$ cat config.mk
export PLATFORM = sky130hd
export DESIGN_NAME = mc_ctrl_unit_flat
export DESIGN_NICKNAME = d
export VERILOG_FILES = /design/src/rtl/mc_ctrl_unit_if.sv /design/src/rtl/mc_ctrl_unit.sv /design/src/flat_wrapper.sv
export SDC_FILE = /design/constraint.sdc
export NUM_CORES = 1
export LEC_CHECK = 0
export ABC_AREA = 1
export BUFFER_PORTS_ARGS = -buffer_cell sky130_fd_sc_hd__buf_2
export CAP_MARGIN = 20
export CELL_PAD_IN_SITES_DETAIL_PLACEMENT = 0
export CELL_PAD_IN_SITES_GLOBAL_PLACEMENT = 1
export CORE_UTILIZATION = 26
export CTS_CLUSTER_SIZE = 12
export DETAILED_ROUTE_END_ITERATION = 8
export PLACE_DENSITY_LB_ADDON = 0.05
export RECOVER_POWER = 25
export SKIP_LAST_GASP = 1
export SLEW_MARGIN = 20
export SYNTH_ARGS = -nofsm -noshare
export SYNTH_HDL_FRONTEND = slang
export SYNTH_SLANG_ARGS = --single-unit
export TNS_END_PERCENT = 30
$ cat constraint.sdc
create_clock -name clk -period 1.2 [get_ports clk]
set_clock_uncertainty 0.05 [all_clocks]
set_input_delay 0.12 -clock clk [delete_from_list [all_inputs] [get_ports clk]]
set_output_delay 0.12 -clock clk [all_outputs]
set_load 0.02 [all_outputs]
$ cat src/rtl/mc_ctrl_unit_if.sv
// rtl/mc_ctrl_unit_if.sv - control/datapath signal bundle for the multi-cycle controller
interface mc_ctrl_unit_if;
    // Inputs to the controller, coming from the datapath and memory
    logic [3:0] opcode;
    logic       FLAGzero;
    logic       mem_ready;

    // Controls from the controller to the datapath and memory
    logic [3:0] MODE;
    logic       ALUsrcA;
    logic [1:0] ALUsrcB;
    logic       IorD;
    logic       MemRead;
    logic       MemWrite;
    logic       IRwrite;
    logic       PCwrite;
    logic [1:0] PCsrc;
    logic       RegWrite;
    logic       RegDst;
    logic       MemtoReg;
    logic       halted;

    // Controller side
    modport master (
        input  opcode, FLAGzero, mem_ready,
        output MODE, ALUsrcA, ALUsrcB, IorD, MemRead, MemWrite, IRwrite,
               PCwrite, PCsrc, RegWrite, RegDst, MemtoReg, halted
    );

    // Datapath/memory side
    modport slave (
        output opcode, FLAGzero, mem_ready,
        input  MODE, ALUsrcA, ALUsrcB, IorD, MemRead, MemWrite, IRwrite,
               PCwrite, PCsrc, RegWrite, RegDst, MemtoReg, halted
    );
endinterface

$ cat src/rtl/mc_ctrl_unit.sv
// rtl/mc_ctrl_unit.sv - multi-cycle control FSM for the 16-bit MIPS-style core
module mc_ctrl_unit #(
    parameter int unsigned PC_INC  = 1,
    parameter logic [3:0]  HALT_OP = 4'b1111
) (
    input  logic           clk,
    input  logic           rst,
    mc_ctrl_unit_if.master bus
);

    // The datapath adds PC_INC on ALUsrcB=01; a zero step would freeze the PC.
    if (PC_INC == 0) begin : g_pc_inc_check
        $error("mc_ctrl_unit: PC_INC must be non-zero");
    end

    typedef enum logic [3:0] {
        FETCH, DECODE, EXEC_R, EXEC_I, ALU_WB, MEM_ADDR,
        MEM_RD, MEM_WB, MEM_WR, BRANCH, JUMP, HALT
    } state_t;

    localparam logic [3:0] OP_NOP  = 4'b0000;
    localparam logic [3:0] OP_ADDI = 4'b1000;
    localparam logic [3:0] OP_LW   = 4'b1001;
    localparam logic [3:0] OP_SW   = 4'b1010;
    localparam logic [3:0] OP_BEQ  = 4'b1011;
    localparam logic [3:0] OP_BNE  = 4'b1100;
    localparam logic [3:0] OP_SLT  = 4'b1101;
    localparam logic [3:0] OP_J    = 4'b1110;

    localparam logic [3:0] MODE_ADD = 4'b0001;
    localparam logic [3:0] MODE_SUB = 4'b0010;
    localparam logic [3:0] MODE_SLT = 4'b1111;

    typedef struct packed {
        logic [3:0] mode;
        logic       alusrca;
        logic [1:0] alusrcb;
        logic       iord;
        logic       memread;
        logic       memwrite;
        logic       irwrite;
        logic       pcwrite;
        logic [1:0] pcsrc;
        logic       regwrite;
        logic       regdst;
        logic       memtoreg;
        logic       halted;
    } ctrl_t;

    state_t state;
    state_t state_nxt;
    ctrl_t  ctrl;

    // State register; reset abandons any instruction in flight and restarts at FETCH
    always_ff @(posedge clk or posedge rst) begin
        if (rst) begin
            state <= FETCH;
        end else begin
            state <= state_nxt;
        end
    end

    // Next-state and control decode; opcode is IR[15:12], stable after FETCH
    always_comb begin
        state_nxt = state;
        ctrl      = '0;
        case (state)
            FETCH: begin
                ctrl.memread = 1'b1;
                ctrl.alusrcb = 2'b01;
                ctrl.mode    = MODE_ADD;
                ctrl.irwrite = bus.mem_ready;
                ctrl.pcwrite = bus.mem_ready;
                if (bus.mem_ready) begin
                    state_nxt = DECODE;
                end
            end
            DECODE: begin
                // Precompute the branch target into ALUOut
                ctrl.alusrcb = 2'b10;
                ctrl.mode    = MODE_ADD;
                if (bus.opcode == HALT_OP) begin
                    state_nxt = HALT;
                end else begin
                    case (bus.opcode)
                        OP_NOP:                     state_nxt = FETCH;
                        4'b0001, 4'b0010, 4'b0011,
                        4'b0100, 4'b0101, 4'b0110,
                        4'b0111, OP_SLT:            state_nxt = EXEC_R;
                        OP_ADDI:                    state_nxt = EXEC_I;
                        OP_LW, OP_SW:               state_nxt = MEM_ADDR;
                        OP_BEQ, OP_BNE:             state_nxt = BRANCH;
                        OP_J:                       state_nxt = JUMP;
                        default:                    state_nxt = FETCH;
                    endcase
                end
            end
            EXEC_R: begin
                ctrl.alusrca = 1'b1;
                ctrl.alusrcb = 2'b00;
                ctrl.mode    = (bus.opcode == OP_SLT) ? MODE_SLT : bus.opcode;
                state_nxt    = ALU_WB;
            end
            EXEC_I: begin
                ctrl.alusrca = 1'b1;
                ctrl.alusrcb = 2'b10;
                ctrl.mode    = MODE_ADD;
                state_nxt    = ALU_WB;
            end
            ALU_WB: begin
                ctrl.regwrite = 1'b1;
                state_nxt     = FETCH;
            end
            MEM_ADDR: begin
                ctrl.alusrca = 1'b1;
                ctrl.alusrcb = 2'b10;
                ctrl.mode    = MODE_ADD;
                state_nxt    = (bus.opcode == OP_SW) ? MEM_WR : MEM_RD;
            end
            MEM_RD: begin
                ctrl.memread = 1'b1;
                ctrl.iord    = 1'b1;
                if (bus.mem_ready) begin
                    state_nxt = MEM_WB;
                end
            end
            MEM_WB: begin
                ctrl.regwrite = 1'b1;
                ctrl.memtoreg = 1'b1;
                state_nxt     = FETCH;
            end
            MEM_WR: begin
                ctrl.memwrite = 1'b1;
                ctrl.iord     = 1'b1;
                if (bus.mem_ready) begin
                    state_nxt = FETCH;
                end
            end
            BRANCH: begin
                ctrl.alusrca = 1'b1;
                ctrl.alusrcb = 2'b00;
                ctrl.mode    = MODE_SUB;
                ctrl.pcsrc   = 2'b01;
                ctrl.pcwrite = (bus.opcode == OP_BNE) ? ~bus.FLAGzero : bus.FLAGzero;
                state_nxt    = FETCH;
            end
            JUMP: begin
                ctrl.pcsrc   = 2'b10;
                ctrl.pcwrite = 1'b1;
                state_nxt    = FETCH;
            end
            HALT: begin
                ctrl.halted = 1'b1;
            end
            default: begin
                state_nxt = FETCH;
            end
        endcase
    end

    // Reset forces every control low immediately, without waiting for a clock edge
    assign {bus.MODE, bus.ALUsrcA, bus.ALUsrcB, bus.IorD, bus.MemRead, bus.MemWrite,
            bus.IRwrite, bus.PCwrite, bus.PCsrc, bus.RegWrite, bus.RegDst,
            bus.MemtoReg, bus.halted} = rst ? '0 : ctrl;

endmodule

$ cat src/flat_wrapper.sv
// flat-port wrapper written by rule: the top's interface ports become plain ports
module mc_ctrl_unit_flat 
#(
    parameter int unsigned PC_INC  = 1,
    parameter logic [3:0]  HALT_OP = 4'b1111
)
  (clk, rst, bus_opcode, bus_FLAGzero, bus_mem_ready, bus_MODE, bus_ALUsrcA, bus_ALUsrcB, bus_IorD, bus_MemRead, bus_MemWrite, bus_IRwrite, bus_PCwrite, bus_PCsrc, bus_RegWrite, bus_RegDst, bus_MemtoReg, bus_halted);
  mc_ctrl_unit_if bus_i ();
  input  logic clk;
  input  logic rst;
  input wire logic [$bits(bus_i.opcode)-1:0] bus_opcode;
  input wire logic [$bits(bus_i.FLAGzero)-1:0] bus_FLAGzero;
  input wire logic [$bits(bus_i.mem_ready)-1:0] bus_mem_ready;
  output wire logic [$bits(bus_i.MODE)-1:0] bus_MODE;
  output wire logic [$bits(bus_i.ALUsrcA)-1:0] bus_ALUsrcA;
  output wire logic [$bits(bus_i.ALUsrcB)-1:0] bus_ALUsrcB;
  output wire logic [$bits(bus_i.IorD)-1:0] bus_IorD;
  output wire logic [$bits(bus_i.MemRead)-1:0] bus_MemRead;
  output wire logic [$bits(bus_i.MemWrite)-1:0] bus_MemWrite;
  output wire logic [$bits(bus_i.IRwrite)-1:0] bus_IRwrite;
  output wire logic [$bits(bus_i.PCwrite)-1:0] bus_PCwrite;
  output wire logic [$bits(bus_i.PCsrc)-1:0] bus_PCsrc;
  output wire logic [$bits(bus_i.RegWrite)-1:0] bus_RegWrite;
  output wire logic [$bits(bus_i.RegDst)-1:0] bus_RegDst;
  output wire logic [$bits(bus_i.MemtoReg)-1:0] bus_MemtoReg;
  output wire logic [$bits(bus_i.halted)-1:0] bus_halted;
  assign bus_i.opcode = bus_opcode;
  assign bus_i.FLAGzero = bus_FLAGzero;
  assign bus_i.mem_ready = bus_mem_ready;
  assign bus_MODE = bus_i.MODE;
  assign bus_ALUsrcA = bus_i.ALUsrcA;
  assign bus_ALUsrcB = bus_i.ALUsrcB;
  assign bus_IorD = bus_i.IorD;
  assign bus_MemRead = bus_i.MemRead;
  assign bus_MemWrite = bus_i.MemWrite;
  assign bus_IRwrite = bus_i.IRwrite;
  assign bus_PCwrite = bus_i.PCwrite;
  assign bus_PCsrc = bus_i.PCsrc;
  assign bus_RegWrite = bus_i.RegWrite;
  assign bus_RegDst = bus_i.RegDst;
  assign bus_MemtoReg = bus_i.MemtoReg;
  assign bus_halted = bus_i.halted;
  mc_ctrl_unit #(.PC_INC(PC_INC), .HALT_OP(HALT_OP)) u_core (.clk(clk), .rst(rst), .bus(bus_i));
endmodule
==> results_dict.tcl <==
set metrics [dict create \
    status "finished, violations left" \
    violations "setup timing" \
    dr_wl_met2_um 981 \
    grt_pass1_vias 794 \
    clock-sinks 4 \
    seq_area_frac_synth 0.160 \
    wl_met1_um 911 \
    grt_max_degree 12 \
    synth_area_per_cell_sq_um 5.25 \
    routed_via_density 4.54 \
    top_layer "met4" \
    die-area_sq_mm 0.00260 \
    diodes 0 \
    slew_viol_final 0 \
    place.gp.congestion 0.796 \
    drc 0 \
    worst-path-max-fanout 4 \
    route.met3.wl_um 80 \
    synth.distinct_cells 19 \
    placed_cell_area_sq_um 953 \
    cp_data_arrival_time_ps 1370 \
    fillers 244 \
    areaGrowthSynthToFinish_pct 76.6 \
    fmax_mhz 651 \
    clkTransAtPathRegs_ps 40 \
    drt_iter0_drc 11 \
    hold_violations 0 \
    synth_area_sq_um 624 \
    finalWirelength_um 1990 \
    final_cells 194 \
    rows 17 \
    reg_top3 "u_core.state x4" \
    ys_async_sr_fraction 1.00 \
    core_sq_mm 0.00223 \
    cts-root-buf "clkbuf_4" \
    yosys-top-cells-area "nand2_1 19%, dfrtp_1 16%, nor2_1 16%, inv_1 11%, nand3_1 9.6%" \
    cts_tree "built" \
    min_period_ps 1540 \
    insertion_delay_ps 230 \
    synthCells 119 \
    cp-start-kind "flop" \
    die_x_um 51.0 \
    dp.cells 188 \
    p_total_mw 1.91 \
    die_height_um 51.0 \
    drt_pass1_iterations 4 \
    start_util 0.280 \
    syn_nets 131 \
    largest_register_ffs 4 \
    top_register "u_core.state" \
    nets 180 \
    grt-ovfl-total 0 \
    yosysMostFrequentCell "nand2_1" \
    grtUsageTotal 0.167 \
    synth_top_area_cell "nand2_1" \
    final.setup.worst_slack_ps -337 \
    htree_num_levels 1 \
    vias 881 \
    critical_path_class "flop to primary output" \
    io_pins 26 \
    rsz0062_at_grt "true" \
    numPortBuffers 24 \
    period_share 1.28 \
    place_hpwl_um 1650 \
    peakVddDrop_v 0.000742 \
    clockBufferDepth 2 \
    endpoint_kind "primary output" \
    leakagePower_nw 0.604 \
    p_per_area_mw_per_mm2 1730 \
    drive_gt1_frac 0.464 \
    cts_made_buffers 3 \
    multi_input_area_sq_um 534 \
    synth_common_cells "31 x nand2_1, 26 x nor2_1, 19 x inv_1, 12 x nand3_1" \
    synth_top_area_frac 0.186 \
    hp-class "input port to flop" \
    antenna_found_initial 0 \
    yosys_warnings 0 \
    cp.required_ps 1030 \
    synth_ff_type "dfrtp_1" \
    avgRoutedWirePerCell_um 10.3 \
    synth-seq-cells 4 \
    drv_cap 0 \
    layout.area.seq_sq_um 103 \
    synth_edf_count 0 \
    grt_pass1_wl_um 3280 \
    final_area_sq_mm 0.00110 \
    setup_viol 21 \
    final_antenna_net_count 0 \
]
worst max-delay path: stages (launching register included):
cell	delay, ps
dfrtp_2	430
nor2_4	160
inv_4	60
nor2_4	130
inv_2	60
a31oi_4	150
buf_6	130
per-layer routing:
layer  up-vias  track usage
li1        465            -
met2        18        0.287
met4         0       0.0648
met5         -            0
met3         2       0.0179
met1       396        0.211
where the power goes:
part	internal, mW	switching [mW]	leakage (nW)	total [mW]
sequential	0.190	0.0651	0.0494	0.255
combinational	0.662	0.833	0.541	1.50
clock	0.111	0.0467	0.0138	0.158
what timing repair did:
action,CTS,global route
gates resized for setup,21,16
hold buffers,1,0
cloned,0,0
buffers inserted,1,1
pin swaps,4,6
endpoints found under the setup margin,21,21
endpoints found under the hold margin,4,0
worst paths after layout:
check | startpoint | end | depth (start not counted) | slack [ps]
worst max-delay path | u_core.state[3] | bus_MODE[0] | 6 | -340
min in group asynchronous | rst | u_core.state[2] | 4 | 470
worst min register to register | u_core.state[3] | u_core.state[3] | 2 | 540
max in group asynchronous | rst | u_core.state[3] | 4 | 520
worst max register to register | u_core.state[3] | u_core.state[0] | 8 | -210
worst min-delay path | bus_opcode[3] | u_core.state[2] | 4 | 310
logic make-up after synthesis:
family | synth area share
compound gates | 0.0862
fa+ha+maj | 0.0802
buf+inv | 0.152
flops | 0.160
other cells | 0.00601
simple gates | 0.515
through the flow:
step / setup TNS [ps] / util / setup slack, ps / hold WS [ps]
6_report: -5440 / 0.494 / -337 / 309
5_1_grt: -7080 / 0.494 / -397 / 355
4_1_cts: -5410 / 0.467 / -352 / 311
3_5_place_dp: -1810 / 0.427 / -226 / 161
3_3_place_gp: -1380 / 0.427 / -171 / 161
2_1_floorplan: -1010 / - / -142 / 81.4
cells in the final DEF (no fill, tap or decap), drive strengths merged, types with 2 or more instances in the layout:
master,n
a21oi,3
a31oi,3
buf,47
clkbuf,3
dfrtp,4
ha,4
inv,20
nand2,33
nand3,12
nand4,2
nor2,27
o21ai,4
layout make-up:
type,instances,share of cell area
clock buffer,3,0.0204
inverter,20,0.0704
multi-input combinational,91,0.485
sequential,4,0.0931
tap,28,0.0318
timing repair buffer,48,0.300
Note: power is estimated with default switching activity, not from simulation.
